<file path="src/rtl/dm_arb_pkg.sv">
// rtl/dm_arb_pkg.sv - shared types and constants for the data-memory arbiter
package dm_arb_pkg;

  typedef enum logic [1:0] {
    IDLE   = 2'd0,
    ACCESS = 2'd1,
    WAIT   = 2'd2,
    RESP   = 2'd3
  } state_t;

  localparam logic OWN_CORE = 1'b0;
  localparam logic OWN_HOST = 1'b1;

  localparam int MEM_LAT_MIN = 1;
  localparam int MEM_LAT_MAX = 7;

  // An out-of-range latency is pinned to the nearest legal value so the 3-bit counter never wraps.
  function automatic int clamp_lat(input int lat);
    if (lat < MEM_LAT_MIN) return MEM_LAT_MIN;
    if (lat > MEM_LAT_MAX) return MEM_LAT_MAX;
    return lat;
  endfunction

endpackage

</file>
<file path="src/rtl/dm_arbiter.sv">
// rtl/dm_arbiter.sv - core/host arbiter for the single-port data memory
module dm_arbiter
  import dm_arb_pkg::*;
#(
  parameter int ADDR_W  = 16,
  parameter int DATA_W  = 8,
  parameter int MEM_LAT = 1
) (
  input  logic              clock,
  input  logic              rst,
  input  logic              core_req,
  input  logic              core_we,
  input  logic [ADDR_W-1:0] core_addr,
  input  logic [DATA_W-1:0] core_wdata,
  input  logic              core_halt,
  input  logic              host_req,
  input  logic              host_we,
  input  logic [ADDR_W-1:0] host_addr,
  input  logic [DATA_W-1:0] host_wdata,
  output logic              core_gnt,
  output logic              host_gnt,
  output logic              core_done,
  output logic              host_done,
  output logic [DATA_W-1:0] rdata,
  output logic              dm_en,
  output logic              dm_we,
  output logic [ADDR_W-1:0] dm_addr,
  output logic [DATA_W-1:0] dm_wdata,
  input  logic [DATA_W-1:0] dm_rdata
);

  localparam logic [2:0] LAT = 3'(clamp_lat(MEM_LAT));

  state_t            state_q, state_d;
  logic [2:0]        cnt_q, cnt_d;
  logic              owner_q, owner_d;
  logic              last_q, last_d;
  logic              we_q, we_d;
  logic [ADDR_W-1:0] addr_q, addr_d;
  logic [DATA_W-1:0] wdata_q, wdata_d;
  logic [DATA_W-1:0] rdata_q, rdata_d;
  logic              win;

  // Halt gives the host absolute priority; otherwise a tie goes to whoever was not granted last.
  function automatic logic pick_winner(input logic c_req, input logic h_req,
                                       input logic halt, input logic last);
    if (c_req && !h_req) return OWN_CORE;
    if (h_req && !c_req) return OWN_HOST;
    if (halt)            return OWN_HOST;
    return (last == OWN_CORE) ? OWN_HOST : OWN_CORE;
  endfunction

  always_comb begin
    state_d = state_q;
    cnt_d   = cnt_q;
    owner_d = owner_q;
    last_d  = last_q;
    we_d    = we_q;
    addr_d  = addr_q;
    wdata_d = wdata_q;
    rdata_d = rdata_q;
    win     = pick_winner(core_req, host_req, core_halt, last_q);
    case (state_q)
      IDLE: begin
        if (core_req || host_req) begin
          owner_d = win;
          last_d  = win;
          we_d    = (win == OWN_HOST) ? host_we    : core_we;
          addr_d  = (win == OWN_HOST) ? host_addr  : core_addr;
          wdata_d = (win == OWN_HOST) ? host_wdata : core_wdata;
          state_d = ACCESS;
        end
      end
      ACCESS: begin
        if (we_q) begin
          state_d = RESP;
        end else begin
          cnt_d   = LAT;
          state_d = WAIT;
        end
      end
      WAIT: begin
        if (cnt_q <= 3'd1) begin
          rdata_d = dm_rdata;
          cnt_d   = 3'd0;
          state_d = RESP;
        end else begin
          cnt_d = cnt_q - 3'd1;
        end
      end
      RESP:    state_d = IDLE;
      default: state_d = IDLE;
    endcase
  end

  always_ff @(posedge clock or negedge rst) begin
    if (!rst) begin
      state_q <= IDLE;
      cnt_q   <= 3'd0;
      owner_q <= OWN_CORE;
      last_q  <= OWN_HOST;
      we_q    <= 1'b0;
      addr_q  <= '0;
      wdata_q <= '0;
      rdata_q <= '0;
    end else begin
      state_q <= state_d;
      cnt_q   <= cnt_d;
      owner_q <= owner_d;
      last_q  <= last_d;
      we_q    <= we_d;
      addr_q  <= addr_d;
      wdata_q <= wdata_d;
      rdata_q <= rdata_d;
    end
  end

  // Address/data come straight from the latched request, so they hold between accesses.
  assign dm_en     = (state_q == ACCESS);
  assign dm_we     = dm_en && we_q;
  assign dm_addr   = addr_q;
  assign dm_wdata  = wdata_q;
  assign core_gnt  = dm_en && (owner_q == OWN_CORE);
  assign host_gnt  = dm_en && (owner_q == OWN_HOST);
  assign core_done = (state_q == RESP) && (owner_q == OWN_CORE);
  assign host_done = (state_q == RESP) && (owner_q == OWN_HOST);
  assign rdata     = rdata_q;

endmodule

</file>
<file path="config.mk">
export PLATFORM = sky130hd
export DESIGN_NAME = dm_arbiter
export DESIGN_NICKNAME = d
export VERILOG_FILES = /design/src/rtl/dm_arb_pkg.sv /design/src/rtl/dm_arbiter.sv
export SDC_FILE = /design/constraint.sdc
export NUM_CORES = 1
export LEC_CHECK = 0
export BUFFER_PORTS_ARGS = -buffer_cell sky130_fd_sc_hd__buf_4
export CORE_ASPECT_RATIO = 0.8
export CORE_MARGIN = 4
export CORE_UTILIZATION = 46
export DETAILED_ROUTE_END_ITERATION = 8
export GPL_ROUTABILITY_DRIVEN = 0
export PLACE_DENSITY = 0.79
export SETUP_SLACK_MARGIN = 0.2
export SLEW_MARGIN = 10
export SYNTH_ARGS = -nofsm -noshare
export SYNTH_HDL_FRONTEND = slang
export SYNTH_SLANG_ARGS = --single-unit
</file>
<file path="constraint.sdc">
create_clock -name clock -period 1.8 [get_ports clock]
set_clock_uncertainty 0.05 [all_clocks]
set_input_delay 0.54 -clock clock [delete_from_list [all_inputs] [get_ports clock]]
set_output_delay 0.54 -clock clock [all_outputs]
set_load 0.03 [all_outputs]
</file>
# After elaboration in Yosys (flattened, before gate mapping)
# Cells that the tools add are included.
# totals
register_bits	40
# classes
bitwise_logic	1
eq_ne	6
muxes	23
n_reduce_logical	16
n_lt_le_gt_ge	1
n_addsub	1
# op_table
op	count
$mux 16	1
$mux 1	15
$mux 8	1
$pmux 2 s4	1
$reduce_and 2->1	4
$logic_and 1x1->1	7
$mux 3	2
$ne 2x2->1 const B	3
$pmux 3 s2	1
$eq 2x2->1 const B	2
$mux 2	2
$le 3x1->1 const B	1
$sub 3x1->3 const B	1
$eq 2x1->1 const B	1
$logic_not 1->1	2
$logic_not 2->1	1
$reduce_bool 2->1	1
$logic_or 1x1->1	1
$not 1->1	1

# Logic depth before layout (Yosys ltp)
# Gate-level depths: netlist (run 1).
# logic_depth
word_depth	10
mapped_depth	8
mapped_depth_nobuf	7

# Worst setup path before layout (run 1)
# Ideal clock, no wire load.
# synth_path
path_kind	register to output
startpoint	register state_q[1]
endpoint	output port core_gnt
t_arrival_ps	1396
t_required_ps	1210
setup_slack_ps	-186
stages_incl_launch_ff	4
cell_sequence	dfrtp_1 -> inv_1 -> ha_1 -> nor2b_1
# synth_between
elab_chain_cells	2
# synth_rtl
element	line_no	rtl
start, declared	dm_arbiter.sv:34	state_t state_q, state_d;
start signal, assigned	dm_arbiter.sv:107	state_q <= state_d;
$eq 2x1->1	dm_arbiter.sv:119	assign dm_en = (state_q == ACCESS);
net dm_en	dm_arbiter.sv:25	output logic dm_en,
$logic_and 1x1->1	dm_arbiter.sv:123	assign core_gnt = dm_en && (owner_q == OWN_CORE);
end, declared	dm_arbiter.sv:20	output logic core_gnt,
# The timed path passes the listed nets, and every way through them passes these cells.

# Worst setup path after layout (run 1)
# layout_path
startpoint	register state_q[1]
endpoint	output port dm_we
# layout_between
elab_chain_cells	2
# layout_rtl
element	line_no	rtl
$eq 2x1->1	dm_arbiter.sv:119	
$logic_and 1x1->1	dm_arbiter.sv:120	assign dm_we = dm_en && we_q;
end, declared	dm_arbiter.sv:26	output logic dm_we,
# Every way passes these cells.

==> impl_metrics.yaml, run 1 <==
outcome:
  outcome: "finished with violations"
  violations: "negative setup slack"
routing:
  route.detailed.drc: 0
  num_vias: 2612
  drt_wl_total_um: 9900
  dr.pass1.iters: 4
  routed_via_density: 6.63
  postRouteAntennaNets: 0
  detail_route.wl_per_cell_um: 25.1
  drtIter0Drc: 263
synthesis:
  synth.most_common_cell: "o22ai_1"
  synth-seq-cells: 40
  synth_top_cell_by_area: "dfrtp_1"
  yosys_most_used_dff: "dfrtp_1"
  synthCells: 211
  synth_area_sq_um: 2150
  netlist.area_leader.share_pct: 45.4
  synthTopCellsByArea: "dfrtp_1 45%, o22ai_1 15%, o22a_1 10%"
  ys_seq_area_share_pct: 46.6
  synth_edf_count: 0
  avgSynthCellArea_sq_um: 10.2
  synthArstFlopShare_pct: 100
  synth.yosys.warnings: 0
  synth_nets: 281
  ys_types: 33
  synth_common_cells: "50 x o22ai_1, 39 x dfrtp_1, 30 x nor2_1, 25 x o22a_1, 8 x mux2_2"
job:
  maxCapViolCount: 0
global_routing:
  grt_max_degree: 41
  antenna_found_initial: 0
  grt_pass1_vias: 2634
  grt_pass1_wl_um: 13200
  grt_usage_pct: 28.0
  gr-total-overflow: 0
clock_tree:
  htree_levels: 2
  cts_root_buffer: "clkbuf_8"
  clk_pin_slew_ns: 0.08
  cts_sinks: 40
  cts_tree: "yes"
  clkLatencyLatePin_ns: 0.31
  ctsHoldBuffers: 0
  cts_inserted_buffers: 5
  ctsLongestPathBuffers: 2
floorplan:
  io_pins: 101
  dieArea_sq_um: 5840
  rows: 21
  fp.dieH_um: 69.2
  initial_core_util_pct: 49.6
  fp.coreArea_sq_um: 4340
  die_x_um: 84.5
sta:
  period_share_pct: 106
  fin_ws_ns: -0.105
  max_slew_margin_pct: 64.8
  finalHoldViolCount: 0
  max_freq_mhz: 525
  tightest_slew_ns: 0.528
  rsz0062_at_grt: "yes"
  hold_slack_ns: 0.158
  setup_viol: 29
  slew_violations: 0
  period_needed_ns: 1.91
worst_setup_path:
  critPathKind: "reg2out"
  path_cells: "inv_2 > ha_4 > nand2_2 > inv_2 > buf_6"
  rr_startpoint: "state_q[0]$_DFFE_PN0P_"
  crit_fanout: 4
  setup.worst_path.end_class: "output pin"
  reg2reg_to: "we_q$_DFFE_PN0P_"
  required_ns: 1.21
  start_kind: "register"
  cp.arrival_ns: 1.32
  crit_slowest_cell: "dfrtp_1"
  max_stage_delay_ns: 0.44
  crit_top_cell: "inv_2"
  reg2regPathDepth: 10
  reg2reg_slack_ns: -0.08
placed_design:
  dpl.hpwl_um: 4580
  dp_cells: 363
  port-buffer-count: 100
layout:
  drive_above_1_share_pct: 67.1
  num-nets-final: 406
  num_antenna_cells: 0
  layoutNonFillerInstCount: 394
  area_growth_syn_to_layout_pct: 81.1
power:
  pwr-share-comb_pct: 66.6
  power_switching_share_pct: 46.4
  seqPwrFrac_pct: 23.9
  switchingPower_mw: 3.74
  peakVddDrop_mv: 1.32
  p_int_mw: 4.32
  p_per_area_nw_per_um2: 2070
  p_clk_share_pct: 9.6
  leakagePower_nw: 1.73
worst_hold_path:
  hold_class: "in2async"
## registers in the layout (all words and copies together) (netlist names)
register / cells
last_q: 1
rdata: 8
dm_addr: 16
owner_q: 1
dm_wdata: 8
state_q: 2
cnt_q: 3
we_q: 1
## cell usage in the layout (no fill, tap or decap), types with 2 or more instances in the layout
| cell type | instances |
|---|---|
| a31oi_1 | 2 |
| buf_12 | 3 |
| buf_4 | 110 |
| buf_6 | 16 |
| buf_8 | 2 |
| clkbuf_8 | 5 |
| dfrtp_1 | 37 |
| dfrtp_2 | 2 |
| ha_1 | 2 |
| ha_4 | 4 |
| inv_1 | 2 |
| inv_2 | 3 |
| mux2_4 | 8 |
| nand2_2 | 3 |
| nand2b_1 | 2 |
| nor2_1 | 27 |
| nor2_4 | 2 |
| nor2b_4 | 2 |
| o21ai_1 | 2 |
| o21ai_4 | 2 |
| o22a_1 | 25 |
| o22ai_1 | 5 |
| o22ai_2 | 43 |
| o22ai_4 | 2 |
## logic make-up (layout without fill, tap and decap cells)
family / after synthesis / after routing / synth area share (%)
mux: 8 / 8 / 4.19
flops: 40 / 40 / 46.6
compound gates: 87 / 88 / 29.3
buf+inv: 22 / 147 / 5.24
simple gates: 47 / 47 / 10.6
fa+ha+maj: 7 / 7 / 4.07
## critical path: cells and delay by family (launching register included)
family	cells	cell delay, ns
flops	1	0.44
buf+inv	3	0.32
simple gates	1	0.09
fa+ha+maj	1	0.16
## routing by layer
metal / GRT usage, % / vias up / wire (um)
met1: 35.2 / 1298 / 3850
met4: 7.91 / 0 / 354
met2: 46.8 / 207 / 4770
met3: 8.45 / 48 / 916
met5: 0 / - / 0
li1: - / 1059 / -
## final cells by class
type / instances / area [sq um]
sequential: 40 / 1000
clock inverter: 3 / 42.5
tap: 57 / 71.3
fill: 194 / 440
multi-input combinational: 150 / 1520
inverter: 6 / 35.0
clock buffer: 5 / 68.8
timing repair buffer: 133 / 1150
## power groups by stage
| stage | Combinational [mW] | Clock [mW] | Sequential (mW) |
|---|---|---|---|
| after floorplan | 1.71 | 0 | 2.46 |
| after global placement | 3.55 | 0 | 1.77 |
| after detailed placement | 3.63 | 0 | 1.78 |
| after CTS | 4.43 | 0.749 | 1.79 |
| after global routing | 5.56 | 0.794 | 1.97 |
| final | 5.36 | 0.770 | 1.92 |
## what timing repair did
action	4_1_cts	5_1_grt
resized for setup	64	51
setup buffers	12	6
hold endpoints to repair	0	0
gates cloned	4	1
pin swaps	10	19
setup endpoints to repair	40	46
## stage by stage
| stage | setup WS [ns] | cell area [sq um] | TNS (ns) | total power, mW | util (%) |
|---|---|---|---|---|---|
| 3_3_place_gp | 0.0978 | 3000 | 0 | 5.32 | 69.3 |
| 6_report | -0.105 | 3890 | -1.17 | 8.05 | 89.8 |
| 2_1_floorplan | 0.178 | 2180 | 0 | 4.17 | - |
| 5_1_grt | -0.138 | 3890 | -1.93 | 8.32 | 89.8 |
| 4_1_cts | -0.0218 | 3560 | -0.0764 | 6.97 | 82.1 |
| 3_5_place_dp | 0.0720 | 3000 | 0 | 5.41 | 69.3 |
## worst max-delay path by stage
| stage | slack (ns) | startpoint | to | cells past startpoint |
|---|---|---|---|---|
| global placement | 0.1 | core_halt | dm_wdata[7]$_DFFE_PN0P_ | 6 |
| floorplan | 0.18 | state_q[0]$_DFFE_PN0P_ | core_done | 2 |
| detailed placement | 0.07 | cnt_q[1]$_DFFE_PN0P_ | state_q[0]$_DFFE_PN0P_ | 6 |
| global route | -0.14 | cnt_q[1]$_DFFE_PN0P_ | state_q[0]$_DFFE_PN0P_ | 6 |
| CTS | -0.02 | state_q[0]$_DFFE_PN0P_ | host_done | 3 |
| finish | -0.11 | state_q[1]$_DFFE_PN0P_ | dm_we | 5 |
(Power assumes the default switching activity.)
==> run 2, diff against run 1 <==
- clock period: 1.8 -> 1.82 ns (I/O delays scaled with it)
==> run 2 against run 1 <==
The run still ends with negative setup slack left. Cell area grew 4.6%. Critical path depth grew 5. Wire length grew 18%. Clock power shrank 9.7%. Largest cell class unchanged. Largest power group unchanged. Highest routed layer unchanged.
==> impl_metrics.yaml, run 2 (synthesis gave the netlist of run 1 again) <==
clock_tree:
  clkLatencyLatePin_ns: 0.30
  htree_levels: 2
  ctsHoldBuffers: 0
  clk_pin_slew_ns: 0.09
  cts_tree: "yes"
  cts_sinks: 40
  cts_root_buffer: "clkbuf_8"
  ctsLongestPathBuffers: 2
  cts_inserted_buffers: 5
sta:
  period_share_pct: 109
  max_slew_margin_pct: 64.0
  slew_violations: 0
  max_freq_mhz: 505
  period_needed_ns: 1.98
  rsz0062_at_grt: "yes"
  finalHoldViolCount: 0
  tightest_slew_ns: 0.540
  fin_ws_ns: -0.161
  setup_viol: 30
power:
  power_switching_share_pct: 47.4
  p_per_area_nw_per_um2: 2060
  power.total_mw: 8.40
  switchingPower_mw: 3.98
  peakVddDrop_mv: 1.30
  p_clk_share_pct: 8.3
  leakagePower_nw: 1.79
  seqPwrFrac_pct: 23.5
  p_int_mw: 4.42
  pwr-share-comb_pct: 68.2
floorplan:
  die_x_um: 84.5
  fp.coreArea_sq_um: 4340
  rows: 21
  initial_core_util_pct: 49.6
  dieArea_sq_um: 5840
  io_pins: 101
  fp.dieH_um: 69.2
worst_setup_path:
  crit_end: "dm_addr[12]$_DFFE_PN0P_"
  start_kind: "register"
  reg2reg_to: "dm_addr[12]$_DFFE_PN0P_"
  cp_num_cells: 10
  reg2regPathDepth: 10
  crit_top_cell: "buf_6"
  critical_path.startpoint: "state_q[1]$_DFFE_PN0P_"
  crit_slowest_cell: "dfrtp_1"
  rr_startpoint: "state_q[1]$_DFFE_PN0P_"
  setup.worst_path.end_class: "register"
  required_ns: 1.95
  cp.arrival_ns: 2.11
  max_stage_delay_ns: 0.44
  path_delay_family: "buffers and inverters"
  path_cells: "inv_2 > buf_6 > buf_6 > ha_4 > nand2_8 > buf_8 > buf_12 > o22a_1 > o22ai_1 > nor2_2"
  reg2reg_slack_ns: -0.16
  critPathKind: "reg2reg"
  cp.buffers_inverters: 5
  crit_fanout: 9
global_routing:
  grt_pass1_vias: 2670
  use_met2_pct: 50.7
  busiest_layer: "met2"
  grt_max_degree: 41
  grtUsageMet3_pct: 7.02
  grt_pass1_wl_um: 14700
  gr-total-overflow: 0
  antenna_found_initial: 0
  grt_usage_pct: 31.8
  grtUsageMet1_pct: 42.4
routing:
  dr.pass1.iters: 5
  routed_via_density: 7.00
  route.detailed.drc: 0
  drt_wl_total_um: 11700
  drtIter0Drc: 340
  detail_route.wl_per_cell_um: 29.1
  postRouteAntennaNets: 0
  num_vias: 2815
worst_hold_path:
  hold_class: "in2async"
layout:
  drive_above_1_share_pct: 67.5
  final_cell_mix: "106 x buf_4, 37 x dfrtp_1, 33 x o22ai_2"
  final_core_util_pct: 94.0
  largest_reg_flops: 16
  mostFrequentLayoutCell: "buf_4"
  num_antenna_cells: 0
  num-nets-final: 414
  area_growth_syn_to_layout_pct: 89.5
  fill_cells: 115
outcome:
  violations: "negative setup slack"
  outcome: "finished with violations"
job:
  maxCapViolCount: 0
placed_design:
  dpl.hpwl_um: 4710
  port-buffer-count: 100
[run 2: changes by cell type in the layout (fill, tap and decap cells not counted), sizes merged]
cell	previous run	this run
clkinv	2	0
buf	132	141
clkinvlp	1	0
bufinv	1	0
clkbuf	6	8
inv	5	6
[run 2: worst min-delay path by stage]
stage               slack [ns]  cells past startpoint                      end
floorplan                 0.20                      0     cnt_q[0]$_DFFE_PN0P_
global placement          0.44                      1     rdata[3]$_DFFE_PN0P_
detailed placement        0.45                      1     rdata[3]$_DFFE_PN0P_
CTS                       0.18                      1         we_q$_DFFE_PN0P_
global route              0.20                      1  dm_addr[10]$_DFFE_PN0P_
finish                    0.17                      1  dm_wdata[3]$_DFFE_PN0P_
[run 2: power groups by stage]
stage	registers, mW	clock network [mW]	logic [mW]
2_1_floorplan	2.44	0	1.69
5_1_grt	1.99	0.720	5.92
3_5_place_dp	1.76	0	3.59
6_report	1.97	0.695	5.73
4_1_cts	1.83	0.668	4.69
3_3_place_gp	1.74	0	3.49
[run 2: worst register-to-register path: cells and delay by family, from the launching register on]
family / cells / cell delay (ns)
and+or+nand+nor: 2 / 0.15
DFF: 1 / 0.44
adders and majority gates: 1 / 0.16
buffers and inverters: 5 / 0.58
AOI/OAI and AO/OA: 2 / 0.46
[run 2: per-stage QoR]
stage          worst slack (ns)  setup TNS, ns  instances  area, sq um  hold WS (ns)
6_report                 -0.161          -1.52        402         4080         0.170
2_1_floorplan             0.192              0        211         2180         0.200
5_1_grt                  -0.165          -2.73        402         4080         0.202
4_1_cts                 -0.0546         -0.178        395         3830         0.181
3_5_place_dp             0.0829              0        363         2990         0.450
3_3_place_gp             0.0978              0        363         2990         0.439
[run 2: per-layer routing]
| metal | routed length [um] | vias up |
|---|---|---|
| li1 | - | 1087 |
| met2 | 5700 | 323 |
| met4 | 730 | 0 |
| met5 | 0 | - |
| met3 | 1200 | 78 |
| met1 | 4050 | 1327 |
[run 2: cell type report]
cell class              instances  area (sq um)  share of cell area, %
flip-flops and latches         40          1000                   24.7
repair buffers                141          1310                   32.2
multi-input cells             150          1560                   38.3
well taps                      57          71.3                   1.75
inverters                       6          25.0                  0.614
clock buffers                   8           100                   2.46
[run 2: what timing repair did]
action                                  4_1_cts  5_1_grt
endpoints found under the setup margin       40       45
endpoints found under the hold margin         0        0
pin swaps                                    42       24
resized for setup                           101       37
setup buffers                                16        7
cloned                                        8        0
